<file path="src/rtl/arb_pkg.sv">
// arb_pkg: shared constants, state encoding and small helpers for the
// 4-way round-robin arbiter.
//   N_REQ        : number of requesters
//   IDX_W        : width of a requester index
//   MAX_HOLD_DEF : default grant hold limit, in cycles
//   HOLD_W       : width of the hold counter; covers MAX_HOLD up to 255
package arb_pkg;

  localparam int N_REQ        = 4;
  localparam int IDX_W        = 2;
  localparam int MAX_HOLD_DEF = 15;
  localparam int HOLD_W       = 8;

  typedef enum logic {
    IDLE  = 1'b0,
    GRANT = 1'b1
  } state_t;

  // Binary index to one-hot grant vector.
  function automatic logic [N_REQ-1:0] idx2onehot(input logic [IDX_W-1:0] idx);
    logic [N_REQ-1:0] oh;
    oh      = '0;
    oh[idx] = 1'b1;
    return oh;
  endfunction

endpackage

</file>
<file path="src/rtl/prio_enc_4_2.sv">
// prio_enc_4_2: combinational 4-to-2 priority encoder, lowest index wins.
//   in  : 4-bit input vector
//   idx : index of the lowest set bit (0 when nothing is set)
//   any : high when at least one bit of in is set
module prio_enc_4_2
  import arb_pkg::*;
(
  input  logic [N_REQ-1:0] in,
  output logic [IDX_W-1:0] idx,
  output logic             any
);

  always_comb begin
    idx = '0;
    any = |in;
    casez (in)
      4'b???1: idx = 2'd0;
      4'b??10: idx = 2'd1;
      4'b?100: idx = 2'd2;
      4'b1000: idx = 2'd3;
      default: idx = 2'd0;
    endcase
  end

endmodule

</file>
<file path="src/rtl/rr_arbiter_4.sv">
// rr_arbiter_4: 4-requester round-robin arbiter with a bounded hold time.
//   clk       : clock, all registers update on the rising edge
//   rst_n     : asynchronous active-low reset
//   req       : level-sensitive request lines, held while the resource is needed
//   gnt       : registered one-hot grant
//   gnt_idx   : binary index of the active grant, 0 when idle
//   gnt_valid : high exactly when gnt is non-zero
//   timeout   : one-cycle pulse when a grant is forcibly revoked
// A grant lasts until its requester drops req or until MAX_HOLD cycles have
// elapsed. Either way the arbiter spends one IDLE cycle before the next grant,
// and the search pointer moves just past the last winner.
module rr_arbiter_4
  import arb_pkg::*;
#(
  parameter int MAX_HOLD = MAX_HOLD_DEF
) (
  input  logic             clk,
  input  logic             rst_n,
  input  logic [N_REQ-1:0] req,
  output logic [N_REQ-1:0] gnt,
  output logic [IDX_W-1:0] gnt_idx,
  output logic             gnt_valid,
  output logic             timeout
);

  localparam logic [HOLD_W-1:0] HOLD_LIM = HOLD_W'(MAX_HOLD);

  state_t             state, state_nx;
  logic [IDX_W-1:0]   ptr, ptr_nx;
  logic [HOLD_W-1:0]  hold_cnt, hold_nx;
  logic [N_REQ-1:0]   gnt_nx;
  logic [IDX_W-1:0]   idx_nx;
  logic               vld_nx, to_nx;

  // Rotate right by ptr so the encoder's lowest-index priority becomes
  // "first set bit at or after ptr"; adding ptr back undoes the rotation.
  logic [2*N_REQ-1:0] req_dbl;
  logic [N_REQ-1:0]   req_rot;
  logic [IDX_W-1:0]   enc_idx, win_idx;
  logic               enc_any;

  assign req_dbl = {req, req};
  assign req_rot = req_dbl[ptr +: N_REQ];
  assign win_idx = enc_idx + ptr;

  prio_enc_4_2 u_enc (
    .in  (req_rot),
    .idx (enc_idx),
    .any (enc_any)
  );

  always_comb begin
    state_nx = state;
    ptr_nx   = ptr;
    hold_nx  = hold_cnt;
    gnt_nx   = gnt;
    idx_nx   = gnt_idx;
    vld_nx   = gnt_valid;
    to_nx    = 1'b0;
    case (state)
      IDLE: begin
        hold_nx = '0;
        gnt_nx  = '0;
        idx_nx  = '0;
        vld_nx  = 1'b0;
        if (enc_any) begin
          state_nx = GRANT;
          hold_nx  = HOLD_W'(1);
          gnt_nx   = idx2onehot(win_idx);
          idx_nx   = win_idx;
          vld_nx   = 1'b1;
        end
      end
      GRANT: begin
        // Release takes precedence over the hold limit: no timeout when the
        // owner lets go in the same cycle the limit is reached.
        if (!req[gnt_idx] || hold_cnt >= HOLD_LIM) begin
          state_nx = IDLE;
          ptr_nx   = gnt_idx + IDX_W'(1);
          hold_nx  = '0;
          gnt_nx   = '0;
          idx_nx   = '0;
          vld_nx   = 1'b0;
          to_nx    = req[gnt_idx];
        end else begin
          hold_nx = hold_cnt + HOLD_W'(1);
        end
      end
      default: begin
        state_nx = IDLE;
        hold_nx  = '0;
        gnt_nx   = '0;
        idx_nx   = '0;
        vld_nx   = 1'b0;
      end
    endcase
  end

  always_ff @(posedge clk or negedge rst_n) begin
    if (!rst_n) begin
      state     <= IDLE;
      ptr       <= '0;
      hold_cnt  <= '0;
      gnt       <= '0;
      gnt_idx   <= '0;
      gnt_valid <= 1'b0;
      timeout   <= 1'b0;
    end else begin
      state     <= state_nx;
      ptr       <= ptr_nx;
      hold_cnt  <= hold_nx;
      gnt       <= gnt_nx;
      gnt_idx   <= idx_nx;
      gnt_valid <= vld_nx;
      timeout   <= to_nx;
    end
  end

endmodule

</file>
<file path="config.mk">
export PLATFORM = sky130hd
export DESIGN_NAME = rr_arbiter_4
export DESIGN_NICKNAME = d
export VERILOG_FILES = /design/src/rtl/arb_pkg.sv /design/src/rtl/prio_enc_4_2.sv /design/src/rtl/rr_arbiter_4.sv
export SDC_FILE = /design/constraint.sdc
export NUM_CORES = 1
export LEC_CHECK = 0
export CAP_MARGIN = 20
export CORE_MARGIN = 1
export CORE_UTILIZATION = 51
export CTS_BUF_LIST = sky130_fd_sc_hd__clkbuf_16
export CTS_CLUSTER_SIZE = 12
export DETAILED_ROUTE_END_ITERATION = 6
export GPL_TIMING_DRIVEN = 0
export PLACE_DENSITY = 0.86
export SYNTH_ARGS = -nofsm -noshare
export SYNTH_HDL_FRONTEND = slang
export SYNTH_SLANG_ARGS = --single-unit
</file>
<file path="constraint.sdc">
create_clock -name clk -period 2.7 [get_ports clk]
set_clock_uncertainty 0.05 [all_clocks]
set_input_delay 0.54 -clock clk [delete_from_list [all_inputs] [get_ports clk]]
set_output_delay 0.54 -clock clk [all_outputs]
set_load 0.05 [all_outputs]
</file>
; Word level (Yosys, flattened, before mapping)
; Index checks and enable logic that the tools add are counted.
[word_totals]
ff_bits = 19
output_inout_bits = 8
word_cells = 46
[op_classes]
addsub = 3
magnitude_cmp = 4
eq_ne = 4
shift = 1
muxes = 21
bitwise_logic = 1
n_reduce_logical = 5
[op_table]
columns = op, count
row1 = $pmux 8 s2, 1
row2 = $add 8x1->8 const B, 1
row3 = $ge 8x4->1 const B, 1
row4 = $mux 1, 8
row5 = $mux 4, 2
row6 = $mux 8, 1
row7 = $pmux 4 s2, 1
row8 = $shiftx 8x3->4, 1
row9 = $lt 2x3->1 const B, 2
row10 = $pmux 2 s3, 1
row11 = $eq 4x4->1 const B, 1
row12 = $mux 2, 2
row13 = $pmux 1 s2, 2
row14 = $pmux 2 s2, 1
row15 = $reduce_or 4->1, 1
row16 = $eq 3x3->1 const B, 1
row17 = $add 2x1->2 const B, 1
row18 = $add 2x2->2, 1
row19 = $bmux 1 s2, 1
row20 = $demux 1 s2, 1
row21 = $eq 2x2->1 const B, 1
row22 = $ge 2x1->1 const B, 1
row23 = $ne 2x1->1 const B, 1
row24 = $reduce_and 2->1, 1
row25 = other kinds (4), 4

; Longest topological paths before layout
; Gate-level depths: netlist of run 1.
[depth]
ltp_word = 10
ltp_mapped = 10

; Cells and area by module
; A second synthesis of run 1 with hierarchy kept.
[hier_totals]
hier_cells = 71
area_unflattened_um2 = 910.9
[modules_own_cells]
columns = mod, instances, cells_each, area_each_um2
row1 = rr_arbiter_4, 1, 64, 875.8
row2 = prio_enc_4_2, 1, 7, 35.0

; Least setup slack after synthesis of run 1
; Ideal clock, no wire load.
[synth_path]
path_kind = input to register
from = in req[1]
to = reg gnt[3]
setup_time_ps = 122
t_arrival_ps = 1784
t_required_ps = 2528
path_slack_ps = 744
stages = 9
path_cell_list = inv_1 o21ai_0 a21oi_1 a211oi_1 a21oi_1 ha_1 xnor2_1 xnor2_1 a32o_1
[synth_via]
elab_chain_cells = 10
[synth_rtl]
columns = element, line_no
row1 = start: declaration, rr_arbiter_4.sv:19  ; input logic [N_REQ-1:0] req,
row2 = $shiftx 8x3->4, rr_arbiter_4.sv:43  ; assign req_rot = req_dbl[ptr +: N_REQ];
row3 = "$eq 4x4->1, or another cell as far along", prio_enc_4_2.sv:16  ; casez (in)
row4 = $pmux 2 s3, prio_enc_4_2.sv:16
row5 = $add 2x2->2, rr_arbiter_4.sv:44  ; assign win_idx = enc_idx + ptr;
row6 = $lt 2x3->1 (implied by the code) or $ge 2x1->1 (tied branches), arb_pkg.sv:23  ; oh[idx] = 1'b1;
row7 = $logic_and 1x1->1 (implied by the code), arb_pkg.sv:23
row8 = $mux 1 (implied by the code), arb_pkg.sv:23
row9 = $demux 1 s2, arb_pkg.sv:23
row10 = $mux 4, rr_arbiter_4.sv:66  ; if (enc_any) begin
row11 = $pmux 4 s2, rr_arbiter_4.sv:60  ; case (state)
row12 = end signal: assignment, rr_arbiter_4.sv:112  ; gnt <= gnt_nx;
row13 = end: declaration, rr_arbiter_4.sv:20  ; output logic [N_REQ-1:0] gnt,
; Several ways; a longest one is shown, not always the timed one. The select of a mux whose other input is x is not followed.
; A chain may end at the register's enable or synchronous reset.

; Worst setup path in the final report of run 1
[layout_path]
from = in req[3]
to = reg gnt[3]
; Same word-level chain as after synthesis.

==> impl_metrics.ini, run 1 <==
[logic_synthesis]
yosys.area.top_type = dfrtp_1
ys.flop_type = dfrtp_1
yosysWarnings = 0
synth.distinct_cells = 30
synth_common_cells = dfrtp_1, nand2_1, nor2_1, a21oi_1, xnor2_1
async_flop_share_pct = 100
netlist_instances = 85
synth_most_common_cell = dfrtp_1
synth.area.top_cells = dfrtp_1, nand2_1, xnor2_1, nor2_1, a21oi_1
yosysTopAreaCellShare_pct = 51.7
ys_seq_area_share_pct = 51.7
netlist_area_um2 = 920
syn_avg_cell_area_um2 = 10.8
synth_edf_count = 0
synth-seq-cells = 19

[drt]
vias = 702
dr.pass1.iters = 4
drt_wl_total_mm = 1.77
drc = 0
viasPerCell = 5.44
ant_nets = 0
initialDrtViolationCount = 26
drt-wirelength-per-cell_um = 13.7

[global_routing]
track_usage_pct = 22.2
grt_pass1_vias = 701
overflow = 0
grt_pass1_wl_mm = 3.09
antenna_found_initial = 0
grt_start_max_net_pins = 20

[cts]
cts_tree = built
cts_resized = 0
numCtsBuffers = 3
htreeDepth = 1
clk-insertion-delay-late_ns = 0.25
cts_max_path_buffers = 2
postCtsSetupBuffers = 0
path_clk_slew_ns = 0.05
cts_sinks = 19
clockRootBuffer = clkbuf_16
cts_hold_buffers = 0

[final_layout]
nets = 114
fill_cells = 93
final_layout_size_suffix_gt1_share_pct = 14.3
n_antenna_cell = 0
final_area_um2 = 1180
layout.cells.non_filler = 129
syn2layout_area_growth_pct = 28.4
fin_util_pct = 74.1

[floorplanning]
die_h_um = 44.5
pin_count = 14
die_area_um2 = 1980
start_util_pct = 57.7
die_w_um = 44.5
rows = 14
core_area_um2 = 1590

[critical_path]
setup.worst_path.class = input pin to flip-flop
reg2reg_slack_ns = 0.59
end_kind = flip-flop
rr_endpoint = gnt[3]
worstReg2RegStart = ptr[1]
worstSetupStartpointType = input pin
cp_data_arrival_time_ns = 2.58
ff2ff_path_depth = 9
path_max_fanout = 8
required_ns = 2.79

[pwr]
p_leak_nw = 0.525
vdd.ir_drop.worst_v = 0.000737
p_per_area_nw_per_um2 = 1060
total_power_mw = 1.26

[timing]
rsz0062_at_grt = false
drv_slew = 0
max_slew.worst_pin.slew_ns = 0.800
setup_viol = 0
setup_tns_ns = 0
holdWs_ns = 0.429
finalWorstSetupSlack_ns = 0.206
fmax_ghz = 0.401
hold_viol = 0
maxSlewHeadroom_pct = 46.5
finalCriticalPeriod_ns = 2.49
period_share_pct = 92.4

[min_path]
min_to = gnt_valid
hp-class = flip-flop to flip-flop
holdCritStartpoint = gnt_valid
min_delay_path_depth = 2

[place]
place_ws_ns = -0.137
port_buffers = 13
hpwlAfterDp_mm = 1.22
dp_cells = 125
placed_area_um2 = 1090
gp_congestion = 0.799

[outcome]
outcome = completed

[job]
drv_cap = 0
[flip-flops by register name, summed over array words and instances, names as in the netlist]
signal / count
gnt_valid: 1
hold_cnt: 8
ptr: 2
gnt: 4
state: 1
timeout: 1
gnt_idx: 2
[cells by family (layout without fill, tap and decap cells)]
family	Yosys count	count (layout)	share of synthesized area [%]
xor+xnor	5	5	4.76
other cells	1	4	0.408
mux	2	2	3.54
flops	19	19	51.7
buf+inv	5	22	2.86
compound gates	18	18	15.6
fa+ha+maj	2	2	2.72
simple gates	33	33	18.4
[worst max path at each step]
stage                 from     end
floorplan           req[1]  gnt[3]
global placement    req[1]  gnt[1]
detailed placement  req[1]  gnt[1]
CTS                 req[1]  gnt[1]
global route        req[2]  gnt[3]
finish              req[3]  gnt[3]
[worst max-delay path: stages]
cell,delay (ns)
clkdlybuf4s50_1,0.55
nor2b_1,0.21
a21oi_1,0.13
nor2_1,0.06
a21oi_1,0.13
a21oi_1,0.09
ha_1,0.19
xnor2_1,0.24
xnor2_2,0.16
a32o_1,0.28
[cells in the final DEF (no fill, tap or decap)]
cell type	netlist	layout
a211oi_1	2	2
a21boi_0	1	1
a21oi_1	5	5
a22o_1	2	2
a31oi_4	1	1
a32o_1	1	1
and2_1	1	1
and3b_2	2	2
buf_4	2	2
clkbuf_16	0	3
clkdlybuf4s50_1	0	12
clkinv_2	0	1
conb_1	1	4
dfrtp_1	19	19
dlymetal6s2s_1	0	1
ha_1	2	2
inv_1	3	3
mux2i_1	1	1
mux4_2	1	1
nand2_1	11	11
nand3_1	2	2
nor2_1	8	8
nor2b_1	2	2
nor3_1	2	2
nor3b_1	2	2
nor4_1	1	1
o211ai_2	1	1
o21ai_0	3	3
o31ai_1	1	1
o31ai_2	1	1
or2_2	1	1
or4_4	1	1
xnor2_1	4	3
xnor2_2	0	1
xor2_1	1	1
[area by class of cell]
cell class                 instances  area [um2]  area share, %
clock inverter                     1        5.00          0.424
buffer                             2        15.0           1.27
multi-input combinational         64         437           37.0
tap                               24        30.0           2.54
clock buffer                       3        75.1           6.36
timing repair buffer              13         133           11.2
sequential                        19         475           40.3
inverter                           3        11.3          0.953
[routing by layer]
layer	track usage, %	part of all wire, %	wire length (um)	vias to the layer above
met5	0	0	0	-
met2	35.0	49	867	20
met3	6.12	3.7	65	2
met1	29.0	46	820	342
li1	-	-	-	338
met4	9.09	1.0	18	0
[power breakdown]
part / total, mW / internal (mW) / switching [mW]
registers: 0.409 / 0.353 / 0.0553
logic: 0.550 / 0.222 / 0.328
clock network: 0.299 / 0.198 / 0.101
No activity file was read; power rests on OpenSTA's default activity.
==> run 2, diff against run 1 <==
==> constraint.sdc (replaced) <==
create_clock -name clk -period 2.7 [get_ports clk]
set_clock_uncertainty 0.05 [all_clocks]
set_input_delay 0.54 -clock clk [delete_from_list [all_inputs] [get_ports clk]]
set_output_delay 0.54 -clock clk [all_outputs]
set_load 0.02 [all_outputs]
==> results of run 2 <==
Same layout as run 1 (identical final DEF). Status: completed.
Among the figures that moved: total power 1.26 mW -> 1.17 mW; worst IR drop on VDD 0.000737 V -> 0.000693 V
==> run 3, diff against run 2 <==
--- a/config.mk
+++ b/config.mk
@@ -12,6 +12,7 @@
 export CTS_CLUSTER_SIZE = 12
 export DETAILED_ROUTE_END_ITERATION = 6
 export GPL_TIMING_DRIVEN = 0
+export MAX_ROUTING_LAYER = met4
 export PLACE_DENSITY = 0.86
 export SYNTH_ARGS = -nofsm -noshare
 export SYNTH_HDL_FRONTEND = slang
==> run 3 against run 2 <==
  * Count of clock-buffer cells in the layout did not move
  * Register-to-register slack got worse by 0.02 ns
  * Flip-flop and latch count did not move
  * Clock power barely moved
  * Wire length barely moved
  * Setup slack improved by 0.020 ns
  * Critical path depth did not move
  * Combinational power barely moved
  * Core utilization did not move
  * Sequential power barely moved
  * Critical endpoint unchanged
  * Largest cell class unchanged
==> impl_metrics.ini, run 3 (synthesis results as in run 1) <==
[min_path]
min_delay_path_depth = 2
hp-class = flip-flop to flip-flop
holdCritStartpoint = gnt_valid
min_to = gnt_valid

[critical_path]
worstSetupStartpointType = input pin
critical-path-max-stage-delay_ns = 0.65
worstPathCellList = clkdlybuf4s50_1 > nand2_1 > a21oi_1 > nor2_1 > a21oi_1 > a21oi_1 > ha_1 > xnor2_1 > xnor2_2 > a32o_1
crit_top_cell = a21oi_1
path_max_fanout = 8
rr_endpoint = gnt[3]
worstReg2RegStart = ptr[1]
path_buf_inv = 1
setup.worst_path.class = input pin to flip-flop
path_depth = 10
reg2reg_slack_ns = 0.57
cpLargestDelayFamily = buffers and inverters
ff2ff_path_depth = 9
critPathSlowestCell = clkdlybuf4s50_1
required_ns = 2.79
cp_data_arrival_time_ns = 2.56
end_kind = flip-flop

[timing]
setup_tns_ns = 0
setup_viol = 0
period_share_pct = 91.6
maxSlewHeadroom_pct = 46.3
max_slew.worst_pin.slew_ns = 0.803
drv_slew = 0
rsz0062_at_grt = false
hold_viol = 0
fmax_ghz = 0.404
finalCriticalPeriod_ns = 2.47

[final_layout]
final_layout_size_suffix_gt1_share_pct = 14.3
regMostFlops = hold_cnt
syn2layout_area_growth_pct = 28.4
largest_reg_flops = 8
final_common_cell = dfrtp_1
layout.cells.non_filler = 129
final_cell_mix = dfrtp_1, clkdlybuf4s50_1, nand2_1
reg_top3 = hold_cnt (8), gnt (4)
n_antenna_cell = 0
nets = 114

[place]
hpwlAfterDp_mm = 1.22
dp_cells = 125
gp_congestion = 0.810
port_buffers = 13

[global_routing]
track_usage_pct = 22.9
antenna_found_initial = 0
grt_pass1_vias = 694
grt_pass1_wl_mm = 3.10
grt_start_max_net_pins = 20
overflow = 0

[cts]
cts_max_path_buffers = 2
clk-insertion-delay-late_ns = 0.25
numCtsBuffers = 3
path_clk_slew_ns = 0.05
htreeDepth = 1
cts_sinks = 19
cts_resized = 0
postCtsSetupBuffers = 0
cts_tree = built
cts_hold_buffers = 0
clockRootBuffer = clkbuf_16

[drt]
ant_nets = 0
vias = 704
drt-wirelength-per-cell_um = 13.7
viasPerCell = 5.46
dr.pass1.iters = 7
initialDrtViolationCount = 20
drc = 0
drt_wl_total_mm = 1.77

[pwr]
vdd.ir_drop.worst_v = 0.000692
p_leak_nw = 0.525
p_per_area_nw_per_um2 = 995

[floorplanning]
core_area_um2 = 1590
die_w_um = 44.5
die_area_um2 = 1980
start_util_pct = 57.7
die_h_um = 44.5
pin_count = 14
rows = 14

[outcome]
outcome = completed

[job]
drv_cap = 0
[run 3: worst max-delay path by stage]
stage,from,endpoint,slack (ns)
floorplan,req[1],gnt[3],0.74
global placement,req[1],gnt[1],-0.08
CTS,req[1],gnt[1],0.12
global route,req[2],gnt[3],0.01
finish,req[2],gnt[3],0.23
detailed placement,req[1],gnt[1],-0.14
[run 3: through the flow]
stage	hold WS (ns)	total power, mW	utilization [%]	worst slack [ns]	instance area, um2
2_1_floorplan	0.194	0.709	-	0.744	931
3_3_place_gp	0.414	0.843	68.4	-0.0846	1090
3_5_place_dp	0.424	0.856	68.4	-0.137	1090
4_1_cts	0.438	1.16	73.5	0.117	1170
5_1_grt	0.464	1.25	74.1	0.00960	1180
6_report	0.430	1.18	74.1	0.226	1180
[run 3: metal layers]
layer / up-vias / GRT usage, % / wire, um
li1: 338 / - / -
met1: 338 / 29.2 / 805
met2: 24 / 34.7 / 867
met3: 4 / 6.12 / 69
met4: 0 / 9.09 / 28
met5: - / - / 0
[run 3: layout make-up]
cell class / count / area [um2]
sequential: 19 / 475
multi-input combinational: 64 / 437
fill: 93 / 413
timing repair buffer: 13 / 133
clock buffer: 3 / 75.1
tap: 24 / 30.0
buffer: 2 / 15.0
inverter: 3 / 11.3
clock inverter: 1 / 5.00
[run 3: worst register-to-register path, cell delays in order, from the launching register on]
cell      delay [ns]
dfrtp_1         0.37
buf_4           0.17
o21ai_0         0.17
a21oi_1         0.09
a211oi_1        0.23
a21oi_1         0.07
ha_1            0.19
xnor2_1         0.24
xnor2_2         0.16
a32o_1          0.28
[run 3: power breakdown]
group          switching, mW  internal, mW
sequential            0.0552         0.353
clock                  0.102         0.198
combinational          0.243         0.223
